`src/rtl/pipe_addsub_pkg.sv`:
```
// Shared constants for the pipelined adder/subtractor.
//   DEFAULT_N       default operand/result width
//   DEFAULT_STAGES  default pipeline depth (latency in cycles)
//   slice_width()   bits handled by each pipeline stage
package pipe_addsub_pkg;

  localparam int DEFAULT_N      = 32;
  localparam int DEFAULT_STAGES = 4;

  // Width of one carry-chain slice; callers guarantee n is a multiple of stages.
  function automatic int slice_width(input int n, input int stages);
    return n / stages;
  endfunction

endpackage

```
`src/rtl/pipe_addsub_if.sv`:
```
// Valid/ready stream bundle for pipe_addsub.
//   Input side : in_valid, in_ready, a, b, cin, sub
//   Output side: out_valid, out_ready, s, cout, ovf
//   master = producer of operands / consumer of results (testbench or upstream logic)
//   slave  = the adder/subtractor itself
interface pipe_addsub_if
  import pipe_addsub_pkg::*;
#(
  parameter int N = DEFAULT_N
) ();

  logic         in_valid;
  logic         in_ready;
  logic [N-1:0] a;
  logic [N-1:0] b;
  logic         cin;
  logic         sub;
  logic         out_valid;
  logic         out_ready;
  logic [N-1:0] s;
  logic         cout;
  logic         ovf;

  modport master (
    output in_valid, a, b, cin, sub, out_ready,
    input  in_ready, out_valid, s, cout, ovf
  );

  modport slave (
    input  in_valid, a, b, cin, sub, out_ready,
    output in_ready, out_valid, s, cout, ovf
  );

endinterface

```
`src/rtl/addsub_slice.sv`:
```
// One W-bit combinational ripple-add slice of the pipelined adder.
//   a_s, b_s  slice operands (b_s already inverted for subtract)
//   ci        carry into the slice LSB
//   s_s       slice sum
//   co        carry out of the slice MSB
//   c_msb     carry into the slice MSB (top slice uses it for signed overflow)
module addsub_slice #(
  parameter int W = 8
) (
  input  logic [W-1:0] a_s,
  input  logic [W-1:0] b_s,
  input  logic         ci,
  output logic [W-1:0] s_s,
  output logic         co,
  output logic         c_msb
);

  logic [W:0] sum;

  assign sum   = {1'b0, a_s} + {1'b0, b_s} + {{W{1'b0}}, ci};
  assign s_s   = sum[W-1:0];
  assign co    = sum[W];
  // Sum bit = a ^ b ^ carry-in, so the carry into the MSB falls out of the sum.
  assign c_msb = sum[W-1] ^ a_s[W-1] ^ b_s[W-1];

endmodule

```
`src/rtl/pipe_addsub.sv`:
```
// Pipelined N-bit adder/subtractor with valid/ready flow control.
//   clk  rising-edge clock
//   rst  asynchronous active-high reset; clears every valid bit and datapath register
//   bus  pipe_addsub_if slave: operands a/b/cin/sub in, result s/cout/ovf out
// The carry chain is cut into STAGES slices of W = N/STAGES bits. Stage k adds
// slice k and registers it together with the finished lower slices (deskew) and
// the still-unprocessed upper operand slices (skew). A single enable, adv, moves
// the whole pipe, so a stalled output freezes every stage.
module pipe_addsub
  import pipe_addsub_pkg::*;
#(
  parameter int N      = DEFAULT_N,
  parameter int STAGES = DEFAULT_STAGES
) (
  input logic          clk,
  input logic          rst,
  pipe_addsub_if.slave bus
);

  localparam int W = slice_width(N, STAGES);

  if (N % STAGES != 0) begin : g_bad_cfg
    $error("pipe_addsub: N must be a multiple of STAGES");
  end

  logic         adv;
  logic [N-1:0] b_eff;
  logic         c_first;

  // Subtract is a + ~b + !cin, so invert b and the carry once at the entry.
  assign b_eff   = bus.b ^ {N{bus.sub}};
  assign c_first = bus.cin ^ bus.sub;

  for (genvar k = 0; k < STAGES; k++) begin : g_stage
    localparam int DONE_W = (k + 1) * W;  // result bits finished once this stage registers
    localparam int REM_W  = N - DONE_W;   // operand bits still waiting for later stages

    logic [W-1:0]      sl_a;
    logic [W-1:0]      sl_b;
    logic [W-1:0]      sl_s;
    logic              sl_ci;
    logic              sl_co;
    logic              sl_cmsb;
    logic              vld_next;
    logic [DONE_W-1:0] res_next;
    logic              vld_r;
    logic [DONE_W-1:0] res_r;
    logic              c_r;

    if (k == 0) begin : g_src
      assign sl_a     = bus.a[W-1:0];
      assign sl_b     = b_eff[W-1:0];
      assign sl_ci    = c_first;
      assign vld_next = bus.in_valid;
      assign res_next = sl_s;
    end else begin : g_src
      assign sl_a     = g_stage[k-1].g_fwd.a_r[W-1:0];
      assign sl_b     = g_stage[k-1].g_fwd.b_r[W-1:0];
      assign sl_ci    = g_stage[k-1].c_r;
      assign vld_next = g_stage[k-1].vld_r;
      assign res_next = {sl_s, g_stage[k-1].res_r};
    end

    addsub_slice #(.W(W)) u_slice (
      .a_s   (sl_a),
      .b_s   (sl_b),
      .ci    (sl_ci),
      .s_s   (sl_s),
      .co    (sl_co),
      .c_msb (sl_cmsb)
    );

    // Stage register: valid bit, accumulated low result slices and slice carry.
    always_ff @(posedge clk or posedge rst) begin
      if (rst) begin
        vld_r <= 1'b0;
        res_r <= {DONE_W{1'b0}};
        c_r   <= 1'b0;
      end else if (adv) begin
        vld_r <= vld_next;
        res_r <= res_next;
        c_r   <= sl_co;
      end
    end

    if (k == STAGES - 1) begin : g_out
      logic ovf_r;

      // Signed overflow: carry into the MSB differs from carry out of it.
      always_ff @(posedge clk or posedge rst) begin
        if (rst) begin
          ovf_r <= 1'b0;
        end else if (adv) begin
          ovf_r <= sl_cmsb ^ sl_co;
        end
      end
    end else begin : g_fwd
      logic [REM_W-1:0] a_next;
      logic [REM_W-1:0] b_next;
      logic [REM_W-1:0] a_r;
      logic [REM_W-1:0] b_r;
      logic             unused_cmsb;

      // Only the top slice needs its MSB carry.
      assign unused_cmsb = sl_cmsb;

      if (k == 0) begin : g_head
        assign a_next = bus.a[N-1:W];
        assign b_next = b_eff[N-1:W];
      end else begin : g_head
        assign a_next = g_stage[k-1].g_fwd.a_r[REM_W+W-1:W];
        assign b_next = g_stage[k-1].g_fwd.b_r[REM_W+W-1:W];
      end

      // Skew register: upper operand slices travel alongside their carry.
      always_ff @(posedge clk or posedge rst) begin
        if (rst) begin
          a_r <= {REM_W{1'b0}};
          b_r <= {REM_W{1'b0}};
        end else if (adv) begin
          a_r <= a_next;
          b_r <= b_next;
        end
      end
    end
  end

  // The pipe moves whenever the output slot is empty or being drained.
  assign adv           = !g_stage[STAGES-1].vld_r | bus.out_ready;
  assign bus.in_ready  = adv;
  assign bus.out_valid = g_stage[STAGES-1].vld_r;
  assign bus.s         = g_stage[STAGES-1].res_r;
  assign bus.cout      = g_stage[STAGES-1].c_r;
  assign bus.ovf       = g_stage[STAGES-1].g_out.ovf_r;

endmodule

```
`src/flat_wrapper.sv`:
```
// flat-port wrapper written by rule: the top's interface ports become plain ports
module pipe_addsub_flat import pipe_addsub_pkg::*;
#(
  parameter int N      = DEFAULT_N,
  parameter int STAGES = DEFAULT_STAGES
)
  (clk, rst, bus_in_valid, bus_a, bus_b, bus_cin, bus_sub, bus_out_ready, bus_in_ready, bus_out_valid, bus_s, bus_cout, bus_ovf);
  pipe_addsub_if #(.N(N)) bus_i ();
  input logic clk;
  input logic rst;
  input wire logic [$bits(bus_i.in_valid)-1:0] bus_in_valid;
  input wire logic [$bits(bus_i.a)-1:0] bus_a;
  input wire logic [$bits(bus_i.b)-1:0] bus_b;
  input wire logic [$bits(bus_i.cin)-1:0] bus_cin;
  input wire logic [$bits(bus_i.sub)-1:0] bus_sub;
  input wire logic [$bits(bus_i.out_ready)-1:0] bus_out_ready;
  output wire logic [$bits(bus_i.in_ready)-1:0] bus_in_ready;
  output wire logic [$bits(bus_i.out_valid)-1:0] bus_out_valid;
  output wire logic [$bits(bus_i.s)-1:0] bus_s;
  output wire logic [$bits(bus_i.cout)-1:0] bus_cout;
  output wire logic [$bits(bus_i.ovf)-1:0] bus_ovf;
  assign bus_i.in_valid = bus_in_valid;
  assign bus_i.a = bus_a;
  assign bus_i.b = bus_b;
  assign bus_i.cin = bus_cin;
  assign bus_i.sub = bus_sub;
  assign bus_i.out_ready = bus_out_ready;
  assign bus_in_ready = bus_i.in_ready;
  assign bus_out_valid = bus_i.out_valid;
  assign bus_s = bus_i.s;
  assign bus_cout = bus_i.cout;
  assign bus_ovf = bus_i.ovf;
  pipe_addsub #(.N(N), .STAGES(STAGES)) u_core (.clk(clk), .rst(rst), .bus(bus_i));
endmodule
```
`config.mk`:
```
export PLATFORM = sky130hd
export DESIGN_NAME = pipe_addsub_flat
export DESIGN_NICKNAME = d
export VERILOG_FILES = /design/src/rtl/pipe_addsub_pkg.sv /design/src/rtl/pipe_addsub_if.sv /design/src/rtl/addsub_slice.sv /design/src/rtl/pipe_addsub.sv /design/src/flat_wrapper.sv
export SDC_FILE = /design/constraint.sdc
export NUM_CORES = 1
export LEC_CHECK = 0
export ABC_AREA = 1
export CAP_MARGIN = 25
export CORE_MARGIN = 2
export CORE_UTILIZATION = 60
export CTS_CLUSTER_SIZE = 12
export DETAILED_ROUTE_END_ITERATION = 8
export PLACE_DENSITY = 0.85
export SETUP_SLACK_MARGIN = 0.1
export SYNTH_ARGS = -nofsm -noshare
export SYNTH_HDL_FRONTEND = slang
export SYNTH_SLANG_ARGS = --single-unit
```
`constraint.sdc`:
```
create_clock -name clk -period 13.5 [get_ports clk]
set_input_delay 4.05 -clock clk [delete_from_list [all_inputs] [get_ports clk]]
set_output_delay 4.05 -clock clk [all_outputs]
set_load 0.01 [all_outputs]
```
==> metrics.txt <==
register area between 4000 and 5000 um^2; crit path DAT 6.41 ns; clk root buf clkbuf_16; TritonCTS Buffers 17; Netlist cell types 32; Cells after Synth 961; Pwr Density around 230 nW/um^2; Critical R2R Capture u_core.g_stage[1].res_r[12]$_DFFE_PP0P_; Worst R2R Start u_core.bus.out_valid$_DFFE_PP0P_; status complete, no violations; Worst-Skew Late Latency approximately 0.43 ns; WP data required approximately 9.5 ns; MaxCap Viol Count 0; Setup WS pre-CTS 3.08 ns; nets@finish 1153; YS warnings 0; setup slack, reg-to-reg between 10 and 15 ns; Die W between 100 and 150 um; setup violators final 0; worst min path class reg -> reg; largest net degree at the start of global routing between 100 and 150; num rows 43; Worst setup startpoint bus_out_ready; Post-Route WL 17.1 mm; full die area about 15000 um^2; clk sink count 185; RSZ-0062 raised after global routing false; ANT nets after route 0; crit end category output pin; Syn Area/Cell about 9 um^2; Rel. slew slack a little under a third; Crit Path Max Fanout just under 100; total global routing overflow 0; multi-input logic area 3390 um^2; Slew @ Worst Pin roughly 1.0 ns; Via Count 6486; Synth Register Bits ~190; Reg clk slew, reported paths roughly 0.06 ns; DPL Wire Length ~11 mm; final worst slack between 3 and 4 ns; Netlist Area Pre-Place 8490 um^2; Initial DRT Pass Iterations 5; Max clock buf depth 2; P_leak between 4 and 5 nW; startpoint types input pin; Global Route Usage Sum around a quarter; post-synthesis net count about 1100; area delta synth->final 20.2%; Final Hold Fails 0; peak supply drop around 0.12 mV; R2R depth 7; Worst Hold Launch u_core.g_stage[1].g_fwd.a_r[9]$_DFFE_PP0P_; Post-CTS Repair Setup Buffers 0; H-tree levels 4; number of port buffers 105; chip height 123 um; # IOs between 100 and 150; Setup TNS 0 ns; Pins Over Slew Limit 0; DRT iter0 DRCs roughly 580; Hold Buf Count CTS 0; Power, Total approximately 2.3 mW; # DRC 0; share of layout cells above drive strength 1 4.81%; antenna violations before repair 0; Antenna diodes 0; Initial Util 61.4%; Post-CTS Resized 0; Placeable Area 13800 um^2; TritonCTS clock tree built; number of fill cells between 1000 and 1500; Seq/Total Area, Yosys between 50 and 60%; post-layout min period between 10 and 15 ns; first-pass GRT wire length approximately 29 mm; Final Cycle Share just under 80%; vias in the first global route between 6000 and 7000; Layout Skew between 0.006 and 0.007 ns; Max Clk Rate ~96 MHz; DR WL/cell about 14 um; gp weighted congestion slightly below 0.9; CP Class in -> out; CP endpoint bus_in_ready; Via density about 5.2
-- cells in the final DEF, fill, tap and decap left out, types with 2 or more instances in the layout --
cell             count
ha_1                28
clkbuf_16           17
bufinv_16            2
nor2_1              14
nand4_1              4
a21oi_1             25
a31oi_1              6
nand2_2              4
o21ai_0             87
or2_2                2
fa_1                 8
or2_0                2
clkbuf_8             4
or2_1                5
buf_4                5
clkinv_2             3
o211ai_1             3
dfrtp_1            185
clkdlybuf4s50_1    104
nand2_1            394
xor2_1              12
clkbuf_1             4
inv_1               62
o21ai_1             11
nand3_1             23
clkinvlp_4           2
nand3_2              2
xnor2_1             29
-- worst min path at each step --
stage,to,slack [ns],cells after the start
6_report,u_core.g_stage[2].g_fwd.a_r[1]$_DFFE_PP0P_,0.47,2
2_1_floorplan,u_core.bus.out_valid$_DFFE_PP0P_,0.42,2
4_1_cts,u_core.bus.s[9]$_DFFE_PP0P_,0.47,2
5_1_grt,u_core.bus.out_valid$_DFFE_PP0P_,0.49,2
3_3_place_gp,u_core.bus.s[1]$_DFFE_PP0P_,0.45,2
3_5_place_dp,u_core.bus.s[9]$_DFFE_PP0P_,0.45,2
-- power by group --
group / internal, mW / leakage (nW) / switching (mW) / total (mW)
clock network: 0.291 / 0.283 / 0.198 / 0.489
logic: 0.381 / 2.48 / 0.526 / 0.908
registers: 0.801 / 2.24 / 0.148 / 0.949
total: 1.47 / 5.00 / 0.872 / 2.35
-- stage by stage --
stage	utilization (%)	hold slack, ns	instances	instance area (um^2)
2_1_floorplan	-	0.423	961	8490
3_3_place_gp	69.3	0.450	1207	9580
3_5_place_dp	69.3	0.454	1207	9580
4_1_cts	73.5	0.470	1239	10200
5_1_grt	73.7	0.493	1240	10200
6_report	73.7	0.468	1240	10200
-- final cells by class --
cell class                      count  share of cell area [%]
Tap cell                          180                    2.21
Clock inverter                      7                   0.883
Clock buffer                       25                    4.86
Timing Repair Buffer              111                    10.9
Sequential cell                   185                    45.4
Multi-Input combinational cell    667                    33.3
Inverter                           65                    2.47
-- flip-flops by register name, summed over array words and instances, names as in the netlist --
register	count
u_core.g_stage.c_r	3
u_core.g_stage.g_fwd.b_r	48
u_core.bus.out_valid	1
u_core.g_stage.res_r	48
u_core.bus.cout	1
u_core.bus.s	32
u_core.g_stage.g_fwd.a_r	48
u_core.bus.ovf	1
u_core.g_stage.vld_r	3
-- layer usage --
| layer | wire length [um] | part of all wire, % | GRT usage, % |
|---|---|---|---|
| met3 | 787 | 4.6 | 4.66 |
| met5 | 0 | 0 | 0 |
| met1 | 7590 | 44 | 33.3 |
| met2 | 8440 | 49 | 40.2 |
| met4 | 335 | 2.0 | 8.62 |
-- worst max-delay path, cell delays in order --
cell,delay [ns]
clkdlybuf4s50_1,0.44
nor2_4,0.11
buf_4,0.66
inv_4,0.45
clkdlybuf4s50_1,0.60
-- synth_stat cells --
cell type,number,share of area (%)
o31ai_2,1,0.15
o211ai_1,3,0.27
or2_0,2,0.15
a31oi_1,6,0.44
nand2_1,394,17
nor2_1,14,0.62
a21oi_4,1,0.19
buf_2,33,1.9
nand3_1,23,1.4
and2_1,1,0.074
inv_2,2,0.089
a21oi_1,25,1.5
inv_1,63,2.8
nor2_2,1,0.074
o21ai_0,87,5.1
nor3b_1,1,0.089
fa_1,8,1.9
xor2_1,12,1.2
o21ai_1,11,0.65
clkbuf_1,8,0.35
nand4_1,4,0.29
o21ai_2,1,0.10
ha_1,28,4.1
xnor2_1,29,3.0
dfrtp_1,185,55
buf_4,3,0.27
nor2_4,1,0.13
o21bai_1,1,0.089
nand2_2,4,0.29
or2_1,5,0.37
or2_2,2,0.15
nand3_2,2,0.24
-- logic make-up after synthesis --
family          Yosys count  share of synthesized area, %
compound gates          136                          8.49
fa+ha+maj                36                          6.02
simple gates            454                          21.3
xor+xnor                 41                          4.23
buf+inv                 109                          5.44
flops                   185                          54.6
No activity file was read; power rests on OpenSTA's default activity.
==> patch 1 (same flow settings) <==
Change the package constant `DEFAULT_N` from 32 to 16.
--- a/src/rtl/pipe_addsub_pkg.sv
+++ b/src/rtl/pipe_addsub_pkg.sv
@@ -6,3 +6,3 @@
 
-  localparam int DEFAULT_N      = 32;
+  localparam int DEFAULT_N      = 16;
   localparam int DEFAULT_STAGES = 4;
Interface: changed (resized bus_a, bus_b and bus_s); port bits go from 106 to 58. No check against the original RTL was run, so the function may have changed too.
==> patch 1 against the unedited design <==
Synthesized area fell by 49%. Fmax rose by 13%. Final area is 49% lower. Sequential share of layout area increased by 1.6 points. Power fell by 53%. Via count down 51%. Sequential cell count fell by 88. Clock power shrank 61%. Setup slack improved by 1.2 ns. Non-clock buffer count decreased by 50. Routed wire length fell by 56%. Core utilization increased by 1.0 points. Register-to-register slack improved by 0.93 ns. Critical endpoint unchanged. Largest cell class unchanged.
==> patch 1: results (changes against the unedited design) <==
* Vias at 3186 (was 6486)
* CTS Buf Count at 9 (was 17)
* Status: finished, final reports clean (unchanged)
* Largest registers: u_core.g_stage.g_fwd.a_r: 24 flops, u_core.g_stage.g_fwd.b_r: 24 flops, u_core.g_stage.res_r: 24 flops (was u_core.g_stage.g_fwd.a_r: 48 flops, u_core.g_stage.g_fwd.b_r: 48 flops, u_core.g_stage.res_r: 48 flops)
* Synth Area in XOR/XNOR at 3.44% (was 4.23%)
* IO buf count at 57 (was 105)
* Final RePlAce weighted congestion at 0.783 (was 0.876)
* Synth top area cells: dfrtp_1 56%, nand2_1 18%, o21ai_0 4.3% (was dfrtp_1 55%, nand2_1 17%, o21ai_0 5.1%)
* Layout Skew at 0.00848 ns (was 0.00607 ns)
* Crit path DAT at 5.22 ns (was 6.41 ns)
* HPWL Detailed at 4940 microns (was 11200 microns)
* Initial DRC Count at 221 (was 581)
* Count of unique library cells instantiated by Yosys at 24 (was 32)
* Share of cells above drive strength 1 at 4.67% (was 4.81%)
* Fillcell total at 504 (was 1014)
* GR Util All Layers at 21.1% (was 24.6%)
* Placed cells at 615 (was 1207)
* Pin count of the biggest net entering global routing at 106 (was 116)
* Syn_nets at 538 (was 1067)
* Metal3 WL at 294 microns (was 787 microns)
* Adder-Cell Fraction of Synth Area at 7.17% (was 6.02%)
* Commonest cells post-synth: 213 x nand2_1, 97 x dfrtp_1, 37 x o21ai_0 (was 394 x nand2_1, 185 x dfrtp_1, 87 x o21ai_0)
* Compound-cell area share of the yosys netlist at 5.89% (was 8.49%)
* Post-Route WL at 7600 microns (was 17100 microns)
* Vias per Instance at 5.05 (was 5.23)
* Synth warnings at 0 (unchanged)
* Wire length on met2 at 3750 microns (was 8440 microns)
* Total Nets Final at 588 (was 1153)
* Register area share after synthesis at 56.1% (was 54.6%)
* CTS Root Cell: clkbuf_8 (was clkbuf_16)
* Number of global-route vias before repair at 3028 (was 6109)
* Maximum VDD drop at 79.3 uV (was 124 uV)
* Actual slew at the worst max-slew pin at 0.936 ns (was 1.04 ns)
* Lkg Pwr at 2.58 nW (was 5.00 nW)
patch 1: changes by cell type after synthesis, sizes merged, moves of 3 or more:
cell / delta
nand2: -185
o21ai: -59
buf: -22
xor2: -7
a21oi: -19
nand3: -14
nand4: -3
or2: -7
o211ai: -3
xnor2: -17
a31oi: -5
dfrtp: -88
inv: -34
ha: -16
patch 1: worst max-delay path, cell delays in order:
cell and delay [ns]:
clkdlybuf4s50_1 0.52, nor2_4 0.07, inv_2 0.05, clkdlybuf4s50_1 0.53
patch 1: kinds of logic (layout without fill, tap and decap cells):
kind of cell / Yosys count / in the layout
AOI/OAI and AO/OA: 50 / 50
adders and majority gates: 20 / 20
and+or+nand+nor: 243 / 243
buffers and inverters: 53 / 108
DFF: 97 / 97
xor gates and xnor gates: 17 / 17
patch 1: layer usage:
layer / GRT usage, % / up-vias
met2: 36.4 / 78
met1: 27.6 / 1516
li1: - / 1586
met4: 8.55 / 0
met3: 2.59 / 6
met5: 0 / -
patch 1: where the power goes:
| group | internal, mW | total (mW) | switching [mW] | leakage [nW] |
|---|---|---|---|---|
| Sequential | 0.420 | 0.491 | 0.0716 | 1.17 |
| Combinational | 0.184 | 0.421 | 0.237 | 1.30 |
| Clock | 0.0967 | 0.193 | 0.0958 | 0.106 |
patch 1: final timing paths:
kind                                                             from                                     end  slack [ns]  cells after the start
max                                                     bus_out_ready                            bus_in_ready        4.23                      4
min                               u_core.g_stage[2].vld_r$_DFFE_PP0P_        u_core.bus.out_valid$_DFFE_PP0P_        0.46                      2
max reg2reg                u_core.g_stage[2].g_fwd.b_r[0]$_DFFE_PP0P_              u_core.bus.ovf$_DFFE_PP0P_       11.59                      8
min reg2reg                       u_core.g_stage[2].vld_r$_DFFE_PP0P_        u_core.bus.out_valid$_DFFE_PP0P_        0.46                      2
max in group asynchronous                                         rst  u_core.g_stage[0].res_r[0]$_DFFE_PP0P_        8.75                      4
min in group asynchronous                                         rst             u_core.bus.s[7]$_DFFE_PP0P_        3.89                      2
patch 1: cell type report:
type / count / area, sq um / share of cell area (%)
tap: 96 / 120 / 2.33
clock inverter: 5 / 63.8 / 1.24
sequential: 97 / 2430 / 47.0
timing repair buffer: 61 / 621 / 12.0
clock buffer: 11 / 151 / 2.93
multi-input combinational: 330 / 1660 / 32.2
inverter: 31 / 119 / 2.30
==> patch 2 (same flow settings) <==
Without the edit above. Make the reset (`rst`) synchronous in 3 clocked blocks. Comments in the files are not updated.
--- a/src/rtl/pipe_addsub.sv
+++ b/src/rtl/pipe_addsub.sv
@@ -73,3 +73,3 @@
     // Stage register: valid bit, accumulated low result slices and slice carry.
-    always_ff @(posedge clk or posedge rst) begin
+    always_ff @(posedge clk) begin
       if (rst) begin
@@ -89,3 +89,3 @@
       // Signed overflow: carry into the MSB differs from carry out of it.
-      always_ff @(posedge clk or posedge rst) begin
+      always_ff @(posedge clk) begin
         if (rst) begin
@@ -115,3 +115,3 @@
       // Skew register: upper operand slices travel alongside their carry.
-      always_ff @(posedge clk or posedge rst) begin
+      always_ff @(posedge clk) begin
         if (rst) begin
Behaviour: differs if rst is asserted again (counterexample within 10 cycles, from zero or initial values and one cycle with rst high); with rst held inactive, the same outputs for 10 cycles.
==> patch 2 against the unedited design <==
Setup slack gained 0.48 ns. Hold slack lost 0.020 ns. Sequential cell count is the same. Final area shrank 4.8%. Via count grew 3.3%. First-iteration DRC count grew 0.34%. Fmax grew 4.9%. Synthesized area shrank 3.6%. Core utilization shrank 0.73 points. Routed wire length shrank 3.5%. Clock skew is essentially flat. Non-clock buffer count is the same. Highest routed layer unchanged.
Power is not compared: it rests on default switching activity, and its combinational part moved more than twofold at a synthesized area within 25%.
==> patch 2: results (changes against the unedited design) <==
* Number of global-route vias before repair at 6248 (was 6109)
* Count of unique library cells instantiated by Yosys at 33 (was 32)
* GR Util All Layers at 24.4% (was 24.6%)
* FF-to-FF End: u_core.bus.s[31]$_SDFFE_PP0P_ (was u_core.g_stage[1].res_r[12]$_DFFE_PP0P_)
* Share of cells above drive strength 1 at 4.79% (was 4.81%)
* Actual slew at the worst max-slew pin at 1.01 ns (was 1.04 ns)
* Commonest cells post-synth: 236 x nor2_1, 185 x dfxtp_1, 169 x o21ai_0 (was 394 x nand2_1, 185 x dfrtp_1, 87 x o21ai_0)
* Post-Route WL at 16500 microns (was 17100 microns)
* R2R depth at 9 (was 7)
* Launch point of the worst reg-to-reg path: u_core.bus.out_valid$_SDFFE_PP0P_ (was u_core.bus.out_valid$_DFFE_PP0P_)
* Crit Path Max Fanout at 66 (was 99)
* Slowest cell on the critical path: clkdlybuf4s50_1 (was buf_4)
* Register area share after synthesis at 45.3% (was 54.6%)
* Pin count of the biggest net entering global routing at 152 (was 116)
* Metal3 WL at 822 microns (was 787 microns)
* Status: finished, final reports clean (unchanged)
* Largest stage delay on the critical path at 0.62 ns (was 0.66 ns)
* Wl on met1 at 7580 microns (was 7590 microns)
* Global-route wire length before repair at 28600 microns (about the same)
* Wire length on met2 at 7870 microns (was 8440 microns)
* Vias at 6697 (was 6486)
* Final RePlAce weighted congestion at 0.864 (was 0.876)
* Initial DRC Count at 583 (was 581)
* Total Nets Final at 1204 (was 1153)
* Layout Skew at 0.00615 ns (was 0.00607 ns)
* HPWL Detailed at 10700 microns (was 11200 microns)
* Synth top area cells: dfxtp_1 45%, nor2_1 11%, o21ai_0 10% (was dfrtp_1 55%, nand2_1 17%, o21ai_0 5.1%)
* Syn_nets at 1137 (was 1067)
* Crit path DAT at 5.93 ns (was 6.41 ns)
-- patch 2: worst min-delay path by stage --
| stage | start | endpoint | slack, ns | depth (start not counted) |
|---|---|---|---|---|
| floorplan | u_core.g_stage[0].g_fwd.b_r[21]$_SDFFE_PP0P_ | u_core.g_stage[1].g_fwd.b_r[13]$_SDFFE_PP0P_ | 0.42 | 2 |
| global placement | u_core.g_stage[0].g_fwd.b_r[14]$_SDFFE_PP0P_ | u_core.g_stage[1].g_fwd.b_r[6]$_SDFFE_PP0P_ | 0.43 | 2 |
| detailed placement | u_core.g_stage[0].g_fwd.b_r[16]$_SDFFE_PP0P_ | u_core.g_stage[1].g_fwd.b_r[8]$_SDFFE_PP0P_ | 0.44 | 2 |
| CTS | u_core.g_stage[0].g_fwd.b_r[16]$_SDFFE_PP0P_ | u_core.g_stage[1].g_fwd.b_r[8]$_SDFFE_PP0P_ | 0.45 | 2 |
| global route | u_core.g_stage[0].g_fwd.b_r[16]$_SDFFE_PP0P_ | u_core.g_stage[1].g_fwd.b_r[8]$_SDFFE_PP0P_ | 0.46 | 2 |
| finish | u_core.g_stage[0].g_fwd.b_r[21]$_SDFFE_PP0P_ | u_core.g_stage[1].g_fwd.b_r[13]$_SDFFE_PP0P_ | 0.45 | 2 |
-- patch 2: cell type report --
class                   count  area [sq um]
clock buffers              20           467
clock inverters             8           123
fillers                  1014          3590
inverters                  75           289
multi-input cells         708          3790
flip-flops and latches    185          3700
well taps                 176           220
repair buffers            111          1110
-- patch 2: cells by family after synthesis --
family	synth area share, %
simple gates	17.7
compound gates	17.2
flops	45.3
buf+inv	8.34
xor+xnor	5.25
fa+ha+maj	6.24
-- patch 2: metrics by stage --
step | std cells | cell area, sq um | power [mW] | setup slack, ns
after CTS | 1282 | 9680 | 1.28 | 3.52
after global routing | 1283 | 9710 | 1.33 | 3.43
after floorplan | 1031 | 8180 | 0.727 | 4.81
final | 1283 | 9710 | 1.28 | 3.52
after global placement | 1254 | 9090 | 0.780 | 3.53
after detailed placement | 1254 | 9090 | 0.786 | 3.54
-- patch 2: routing by layer --
metal	vias up	GRT usage, %
li1	3475	-
met1	3053	31.9
met2	142	39.4
met3	27	5.47
met4	0	9.67
met5	-	0
-- patch 2: power by group --
part	switching, mW	internal [mW]
sequential	0.0224	0.590
combinational	0.0870	0.0779
clock	0.197	0.301
total	0.306	0.969
-- patch 2: tightest hold or removal path: stages (launching register included) --
cell,delay [ns]
dfxtp_1,0.31
inv_1,0.05
a21oi_1,0.05
